--- src/rtl/hazard_pause_ctrl.sv ---
// ============================================================================
// Module   : hazard_pause_ctrl
// Purpose  : Pause/clear strobes for the five-stage CPU pipeline (load-use,
//            shared-RAM fetch conflict, memory wait, taken jump).
//            Optional macro HAZARD_STALL_CNT_EN enables the stall counter.
// Revision : 1.0
// ============================================================================
`default_nettype none

`ifndef PAUSE_ENABLE
`define PAUSE_ENABLE 1'b1
`endif

module hazard_pause_ctrl #(
    parameter int REG_ID_W    = 4,
    parameter int MEM_TIMEOUT = 64
) (
    input  logic                clk,
    input  logic                rst,
    input  logic [REG_ID_W-1:0] id_src_a,
    input  logic                id_src_a_used,
    input  logic [REG_ID_W-1:0] id_src_b,
    input  logic                id_src_b_used,
    input  logic                exe_load,
    input  logic [REG_ID_W-1:0] exe_dst,
    input  logic                exe_wb_en,
    input  logic                exe_jump_en,
    input  logic                mem_if_conflict,
    input  logic                mem_busy,
    output logic                PC_PAUSE,
    output logic                IF_ID_PAUSE,
    output logic                ID_EXE_PAUSE,
    output logic                EXE_MEM_PAUSE,
    output logic                IF_ID_CLEAR,
    output logic                ID_EXE_CLEAR,
    output logic                mem_timeout,
    output logic [15:0]         stall_cnt
);

    localparam int CNT_W = (MEM_TIMEOUT > 1) ? $clog2(MEM_TIMEOUT) : 1;
    localparam logic [CNT_W-1:0] c_TO_LAST = CNT_W'(MEM_TIMEOUT - 1);

    typedef enum logic [1:0] {
        RUN        = 2'd0,
        LOAD_STALL = 2'd1,
        MEM_WAIT   = 2'd2
    } state_t;

    state_t           r_state;
    state_t           w_state_nxt;
    logic [CNT_W-1:0] r_to_cnt;
    logic             w_load_use;

    assign w_load_use = exe_load & exe_wb_en &
                        ((id_src_a_used & (id_src_a == exe_dst)) |
                         (id_src_b_used & (id_src_b == exe_dst)));

    always_ff @(posedge clk or negedge rst) begin
        if (!rst) begin
            r_state <= RUN;
        end else begin
            r_state <= w_state_nxt;
        end
    end

    // Counter only runs while the RAM is busy; any idle cycle restarts it.
    always_ff @(posedge clk or negedge rst) begin
        if (!rst) begin
            r_to_cnt <= '0;
        end else if (mem_busy) begin
            r_to_cnt <= (r_to_cnt == c_TO_LAST) ? '0 : r_to_cnt + 1'b1;
        end else begin
            r_to_cnt <= '0;
        end
    end

    always_comb begin
        w_state_nxt   = RUN;
        PC_PAUSE      = 1'b0;
        IF_ID_PAUSE   = 1'b0;
        ID_EXE_PAUSE  = 1'b0;
        EXE_MEM_PAUSE = 1'b0;
        IF_ID_CLEAR   = 1'b0;
        ID_EXE_CLEAR  = 1'b0;
        mem_timeout   = 1'b0;
        if (!rst) begin
            IF_ID_CLEAR  = `PAUSE_ENABLE;
            ID_EXE_CLEAR = `PAUSE_ENABLE;
        end else if (mem_busy) begin
            PC_PAUSE      = `PAUSE_ENABLE;
            IF_ID_PAUSE   = `PAUSE_ENABLE;
            ID_EXE_PAUSE  = `PAUSE_ENABLE;
            EXE_MEM_PAUSE = `PAUSE_ENABLE;
            mem_timeout   = (r_to_cnt == c_TO_LAST);
            w_state_nxt   = MEM_WAIT;
        end else if (exe_jump_en) begin
            IF_ID_CLEAR  = `PAUSE_ENABLE;
            ID_EXE_CLEAR = `PAUSE_ENABLE;
        end else if ((r_state != LOAD_STALL) && w_load_use) begin
            // EXE holds the bubble next cycle, so the stall never repeats.
            PC_PAUSE     = `PAUSE_ENABLE;
            IF_ID_PAUSE  = `PAUSE_ENABLE;
            ID_EXE_CLEAR = `PAUSE_ENABLE;
            w_state_nxt  = LOAD_STALL;
        end else if (mem_if_conflict) begin
            PC_PAUSE    = `PAUSE_ENABLE;
            IF_ID_CLEAR = `PAUSE_ENABLE;
        end
    end

`ifdef HAZARD_STALL_CNT_EN
    logic [15:0] r_stall_cnt;

    always_ff @(posedge clk or negedge rst) begin
        if (!rst) begin
            r_stall_cnt <= 16'h0000;
        end else if (PC_PAUSE && (r_stall_cnt != 16'hFFFF)) begin
            r_stall_cnt <= r_stall_cnt + 16'h0001;
        end
    end

    assign stall_cnt = r_stall_cnt;
`else
    assign stall_cnt = 16'h0000;
`endif

endmodule

`default_nettype wire
--- config.mk ---
export PLATFORM = sky130hd
export DESIGN_NAME = hazard_pause_ctrl
export DESIGN_NICKNAME = d
export VERILOG_FILES = /design/src/rtl/hazard_pause_ctrl.sv
export SDC_FILE = /design/constraint.sdc
export NUM_CORES = 1
export LEC_CHECK = 0
export CAP_MARGIN = 20
export CORE_MARGIN = 2
export CORE_UTILIZATION = 33
export CTS_CLUSTER_SIZE = 12
export DETAILED_ROUTE_END_ITERATION = 7
export PLACE_DENSITY = 0.77
export SYNTH_ARGS = -nofsm -noshare
export SYNTH_HDL_FRONTEND = slang
export SYNTH_SLANG_ARGS = --single-unit
--- constraint.sdc ---
create_clock -name clk -period 1.85 [get_ports clk]
set_clock_uncertainty 0.15 [all_clocks]
set_input_delay 0.2775 -clock clk [delete_from_list [all_inputs] [get_ports clk]]
set_output_delay 0.2775 -clock clk [all_outputs]
set_load 0.01 [all_outputs]
After elaboration in Yosys (flattened, before gate mapping)
Cells that the tools add are included.

Flip-flop bits (word level): 8. Input bits: 21. Word-level logic and storage cells: 39.

$add $sub $neg: 1. Equality and inequality tests: 4. Muxes and demuxes: 26. Bitwise gates (word level): 5. Reduce and logical (&&, ||, !) cells: 1.

Operators with widths (number): two-way mux 1 bit (22); two-way mux 6 bit (2); == test 4 bit (2); adder 6 x 1 -> 6 bit (second input constant) (1); == test 6 bit (second input constant) (1); bitwise AND 1 bit (4); two-way mux 2 bit (2); != test 2 x 1 -> 1 bit (second input constant) (1); logical AND 1 bit (1); bitwise OR 1 bit (1).

Logic depth before layout (Yosys ltp)
Gate-level depths: netlist (run 1).

Depth in word-level cells: 9. Gate-level depth with buffers: 5. Gate-level depth less buffers: 5.

Worst setup path after synthesis (run 1)
OpenSTA, ideal clock, no wires.

Path kind: register -> output. Start point: register r_to_cnt[0]. End point: output mem_timeout. Arrival: 1116 ps. Required time: 1422 ps. Path slack: 306 ps. Cell stages (with the launch flop): 5. Buffers on the path: 0. Cell sequence: dfrtp_1 ha_1 nand3_1 or2_2 nor2_1.

Cells in the longest elaborated chain, start to end: 3.

Ends and longest elaborated chain: start: declaration (line 51) `logic [CNT_W-1:0] r_to_cnt;`; start signal: assignment (line 71) `r_to_cnt <= (r_to_cnt == c_TO_LAST) ? '0 : r_to_cnt + 1'b1;`; == test 6 bit (line 94) `mem_timeout = (r_to_cnt == c_TO_LAST);`; two-way mux 1 bit (line 89) `end else if (mem_busy) begin`; two-way mux 1 bit (line 86) `if (!rst) begin`; end: declaration (line 36) `output logic mem_timeout,`.

Every way passes these cells.

Final worst setup path (run 1)
Start point: register r_state[0]. End point: output IF_ID_CLEAR.

Cells in the longest elaborated chain, start to end: 6.

Ends and longest elaborated chain: start: declaration (line 49) `state_t r_state;`; start signal: assignment (line 62) `r_state <= w_state_nxt;`; != test 2 x 1 -> 1 bit (line 99) `end else if ((r_state != LOAD_STALL) && w_load_use) begin`; logical AND 1 bit (line 99); two-way mux 1 bit (line 99); two-way mux 1 bit (line 96) `end else if (exe_jump_en) begin`; two-way mux 1 bit (line 89); two-way mux 1 bit (line 86); end: declaration (line 34) `output logic IF_ID_CLEAR,`.

Every way passes these cells.

==> impl_metrics.tcl, run 1 <==
set metrics [dict create \
    status "finished, final reports clean" \
    cts_buffers 3 \
    grt_overflow 0 \
    peakVddDrop_uv 444.4 \
    yosys.area.top_type_share 0.3265 \
    p_total_mw 0.4496 \
    hp-class "in2async" \
    place_congestion 0.7480 \
    drc_errors 0 \
    drive_above_1_share 0.2818 \
    cts_tree "built" \
    ys_seq_elements 8 \
    die_x_um 47.10 \
    antenna_found_initial 0 \
    core_area_um2 1745 \
    h-tree-depth 1 \
    insertedDiodeCount 0 \
    ys_async_sr_fraction 1.000 \
    grtUsageTotal 0.1320 \
    first_iter_violations 10 \
    finalSetupTns_ps 0 \
    yosys-top-cells-area "dfrtp_1 33%, buf_4 21%, xnor2_1 14%" \
    dpl-instance-area_um2 925.9 \
    grt_pass1_vias 499 \
    initial_utilization 0.3513 \
    r2r_slack_ps 510 \
    worstPathCellList "inv_2 > o2111ai_1 > o22a_2 > a31o_1 > buf_2" \
    ys_warn_count 0 \
    cp.required_ps 1420 \
    synth.avg_cell_area_um2 8.758 \
    yosysTopAreaCell "dfrtp_1" \
    leakagePower_nw 0.4573 \
    fmax_mhz 551.6 \
    finalNetCount 134 \
    area_growth_pct 54.69 \
    clock_latency_ps 250 \
    cts-root-buf "clkbuf_4" \
    hold_viol 0 \
    rows 15 \
    cp_num_buf_inv 2 \
    drv_slew 0 \
    timing.critical_path.to_type "primary output" \
    yosysSeqAreaShare 0.3265 \
    drv_cap 0 \
    power_density_nw_per_um2 474.0 \
    wirelength_um 1392 \
    fp.dieH_um 47.10 \
    startpoint_type "register" \
    die-area_um2 2218 \
    crit_fanout 5 \
    synth.most_common_cell "buf_4" \
    yosysUniqueCellTypes 21 \
    crit_type "reg2out" \
    clkSlewWorstSetupHoldPaths_ps 50 \
    cpPeakStageDelay_ps 360 \
    grt_pass1_wl_um 1973 \
    vias 555 \
    setup-violations-final 0 \
    synth_edf_count 0 \
    ios 44 \
    holdBufCountCts 0 \
    post-route-period-util 0.9799 \
    design_area_um2 948.4 \
    clock_path_buffers 2 \
    cp.arrival_ps 1390 \
    fin_crit_ps 1813 \
    hpwl_um 1178 \
    rsz0062_at_grt "true" \
    ant_nets 0 \
    ys.flop_type "dfrtp_1" \
    hold_slack_ps 250.0 \
    syn-cell-area_um2 613.1 \
    critPathTopFamily "compound AO/OA/AOI/OAI gates" \
    viasPerCell 4.111 \
    grt_max_degree 9 \
    synth_cells 70 \
    dr.pass1.iters 2 \
    place.port_buffers 27 \
    wl_per_cell_um 10.31 \
    slowest_stage "dfrtp_1" \
    clock_sinks 8 \
    yosys-top-cells-count "17 x buf_4, 10 x xnor2_1, 8 x dfrtp_1" \
]
cell type report:
class,count,area [um2]
Tap cell,25,31.28
Inverter,2,7.507
Sequential cell,8,200.2
Fill cell,174,797.0
Multi-Input combinational cell,58,355.3
Timing Repair Buffer,39,331.6
Clock buffer,3,22.52
worst paths after layout:
| kind | start | end | cells past startpoint |
|---|---|---|---|
| hold / removal | rst | r_to_cnt[4] | 2 |
| max in group asynchronous | rst | r_to_cnt[2] | 2 |
| hold reg to reg | r_to_cnt[5] | r_to_cnt[5] | 2 |
| setup reg to reg | r_to_cnt[0] | r_to_cnt[5] | 5 |
| min in group clk | r_to_cnt[5] | r_to_cnt[5] | 2 |
| setup / recovery | r_state[0] | IF_ID_CLEAR | 5 |
sequential cells by signal, summed over array words and instances, names as in the netlist:
| name | cells |
|---|---|
| r_to_cnt | 6 |
| r_state | 2 |
metal layers:
layer	routed length, um	track usage	vias to the layer above
met5	0	0	-
met4	12	0.02778	0
met3	90	0.07308	2
met2	789	0.2411	21
met1	500	0.1310	255
li1	-	-	277
power by group:
group          total (mW)  internal (mW)  leakage [nW]  switching (mW)
registers           0.187          0.182         0.108         0.00538
clock network       0.127         0.0738        0.0138          0.0533
logic               0.135         0.0741         0.335          0.0611
total               0.450          0.330         0.457           0.120
kinds of logic after synthesis:
kind of cell               count (synthesis)  share of synthesized area
DFF                                        8                     0.3265
buffers and inverters                     19                     0.2204
adders and majority gates                  1                    0.02040
xor gates and xnor gates                  12                     0.1714
other                                      1                   0.006117
AOI/OAI and AO/OA                          7                    0.08164
and+or+nand+nor                           22                     0.1735
layout by cell type (no fill, tap or decap), types with 2 or more instances in the layout:
| cell | count |
|---|---|
| a21oi_1 | 2 |
| and2_1 | 3 |
| xor2_1 | 2 |
| clkbuf_4 | 3 |
| xnor2_1 | 9 |
| buf_2 | 5 |
| dfrtp_1 | 8 |
| dlygate4sd2_1 | 7 |
| buf_4 | 12 |
| nor2_1 | 6 |
| clkdlybuf4s15_2 | 4 |
| o2111ai_1 | 2 |
| nand2_1 | 4 |
| conb_1 | 16 |
| clkdlybuf4s15_1 | 7 |
| nand4_1 | 2 |
| clkdlybuf4s50_1 | 4 |
what timing repair did:
action / 4_1_cts / 5_1_grt
cloned: 0 / 0
buffers inserted: 0 / 1
pin swaps: 17 / 6
resized for setup: 56 / 5
setup endpoints to repair: 7 / 7
stage by stage:
| step | setup WS, ps | instances | utilization |
|---|---|---|---|
| after floorplan | 306.2 | 85 | - |
| after detailed placement | -659.1 | 131 | 0.5305 |
| after CTS | 2.136 | 134 | 0.5333 |
| after global routing | -51.57 | 135 | 0.5434 |
| after global placement | -625.1 | 131 | 0.5305 |
| final | 37.24 | 135 | 0.5434 |
worst reg2reg max path, delay by kind of cell, from the launching register on:
family,cells,cell delay [ps]
AND/OR/NAND/NOR,4,520
flip-flops,1,360
adder cells (fa/ha/maj),1,200
Power figures use the tool's default switching activity.
==> run 2: changes to the inputs <==
--- a/config.mk
+++ b/config.mk
@@ -8,9 +8,12 @@
 export CAP_MARGIN = 20
 export CORE_MARGIN = 2
 export CORE_UTILIZATION = 33
+export CTS_CLUSTER_DIAMETER = 120
 export CTS_CLUSTER_SIZE = 12
 export DETAILED_ROUTE_END_ITERATION = 7
+export HOLD_SLACK_MARGIN = 0.12
 export PLACE_DENSITY = 0.77
+export SETUP_SLACK_MARGIN = 0.2
 export SYNTH_ARGS = -nofsm -noshare
 export SYNTH_HDL_FRONTEND = slang
 export SYNTH_SLANG_ARGS = --single-unit
==> impl_metrics.tcl, run 2 (synthesis results as in run 1) <==
set metrics [dict create \
    status "finished, final reports clean" \
    finalSetupTns_ps 0 \
    worstHoldEndpoint "r_to_cnt[0]" \
    hold_slack_ps 399.5 \
    r2r_slack_ps 520 \
    utilization 0.5441 \
    fin_cells 135 \
    design_area_um2 949.7 \
    slowest_stage "dfrtp_1" \
    grt_max_degree 9 \
    cts_setup_buffers 0 \
    final_common_cell "conb_1" \
    antenna_found_initial 0 \
    cts-root-buf "clkbuf_4" \
    rows 15 \
    timing.critical_path.to_type "primary output" \
    vias 558 \
    wirelength_um 1370 \
    die-area_um2 2218 \
    layout.cells.most_common_list "16 x conb_1, 11 x buf_4, 8 x xnor2_1, 8 x dfrtp_1" \
    viasPerCell 4.133 \
    post-route-period-util 0.9780 \
    cp.arrival_ps 1380 \
    worstPathCellList "inv_2 > o2111ai_1 > o22a_2 > a31o_1 > buf_2" \
    fin_crit_ps 1809 \
    h-tree-depth 1 \
    grt_pass1_wl_um 2042 \
    hp-class "reg2reg" \
    worstHoldPathCells 2 \
    drive_above_1_share 0.3091 \
    drv_cap 0 \
    critPathTopFamily "compound AO/OA/AOI/OAI gates" \
    cts_tree "built" \
    peakVddDrop_uv 445.2 \
    dr.pass1.iters 4 \
    crit_fanout 5 \
    top_register "r_to_cnt" \
    grt_overflow 0 \
    clock_latency_ps 250 \
    place_congestion 0.7480 \
    largest_reg_flops 6 \
    clock_path_buffers 2 \
    insertedDiodeCount 0 \
    fin_ws_ps 40.70 \
    crit_type "reg2out" \
    rr_worst_depth 5 \
    finalNetCount 134 \
    die_x_um 47.10 \
    top_regs "r_to_cnt (6), r_state (2)" \
    grt_pass1_vias 508 \
    area_growth_pct 54.90 \
    first_iter_violations 10 \
    cts_buffers 3 \
    wl_per_cell_um 10.15 \
    ant_nets 0 \
    drv_slew 0 \
    grtUsageTotal 0.1375 \
    hpwl_um 1178 \
    cp.required_ps 1420 \
    startpoint_type "register" \
    core_area_um2 1745 \
    place.port_buffers 27 \
    p_total_mw 0.4481 \
    power_density_nw_per_um2 471.9 \
    rr_startpoint "r_to_cnt[0]" \
    leakagePower_nw 0.4575 \
    clock_sinks 8 \
    hold_viol 0 \
    clkSlewWorstSetupHoldPaths_ps 50 \
    fp.dieH_um 47.10 \
    cpPeakStageDelay_ps 360 \
    ios 44 \
    dpl-instance-area_um2 925.9 \
    drc_errors 0 \
    rr_endpoint "r_to_cnt[5]" \
    initial_utilization 0.3513 \
    dpl.cell_count 131 \
    cp_num_buf_inv 2 \
    pre_cts_slack_ps -659.1 \
    setup-violations-final 0 \
    rsz0062_at_grt "true" \
    hold_start "r_to_cnt[0]" \
    fmax_mhz 552.7 \
]
-- run 2: cell types whose count changed in the layout (fill, tap and decap cells not counted), sizes merged --
| cell | change |
|---|---|
| dlygate4sd3 | +1 |
| clkdlybuf4s50 | -1 |
| buf | +1 |
| dlygate4sd2 | -1 |
-- run 2: power by group --
group          switching [mW]  internal (mW)
Sequential            0.00525          0.182
Clock                  0.0531         0.0738
Combinational          0.0613         0.0727
Total                   0.120          0.328
-- run 2: layout make-up --
type                       count  area (um2)
tap                           25       31.28
sequential                     8       200.2
fill                         168       795.8
inverter                       2       7.507
multi-input combinational     58       362.8
timing repair buffer          39       325.3
clock buffer                   3       22.52
-- run 2: worst min-delay path: cells and delay by family, from the launching register on --
kind,cells,cell delay (ps)
buffers and inverters,1,120
AND/OR/NAND/NOR,1,40
flip-flops,1,360
-- run 2: what timing repair did --
item,CTS,global route
resized for setup,67,3
cloned,0,0
endpoints found under the setup margin,7,5
hold buffers,1,0
hold endpoints to repair,8,0
pin swaps,19,2
-- run 2: worst max path at each step --
stage	from	cells after the start	to	slack, ps
2_1_floorplan	r_to_cnt[0]	4	mem_timeout	310
3_3_place_gp	exe_dst[1]	6	IF_ID_PAUSE	-630
3_5_place_dp	exe_dst[0]	6	IF_ID_PAUSE	-660
4_1_cts	r_state[0]	5	IF_ID_CLEAR	6
5_1_grt	r_state[0]	5	IF_ID_CLEAR	-50
6_report	r_state[0]	5	IF_ID_CLEAR	40
-- run 2: layer usage --
layer / GRT usage / wire (um)
met5: 0 / 0
met2: 0.2575 / 774
met3: 0.07308 / 90
met4: 0.02778 / 16
met1: 0.1333 / 488
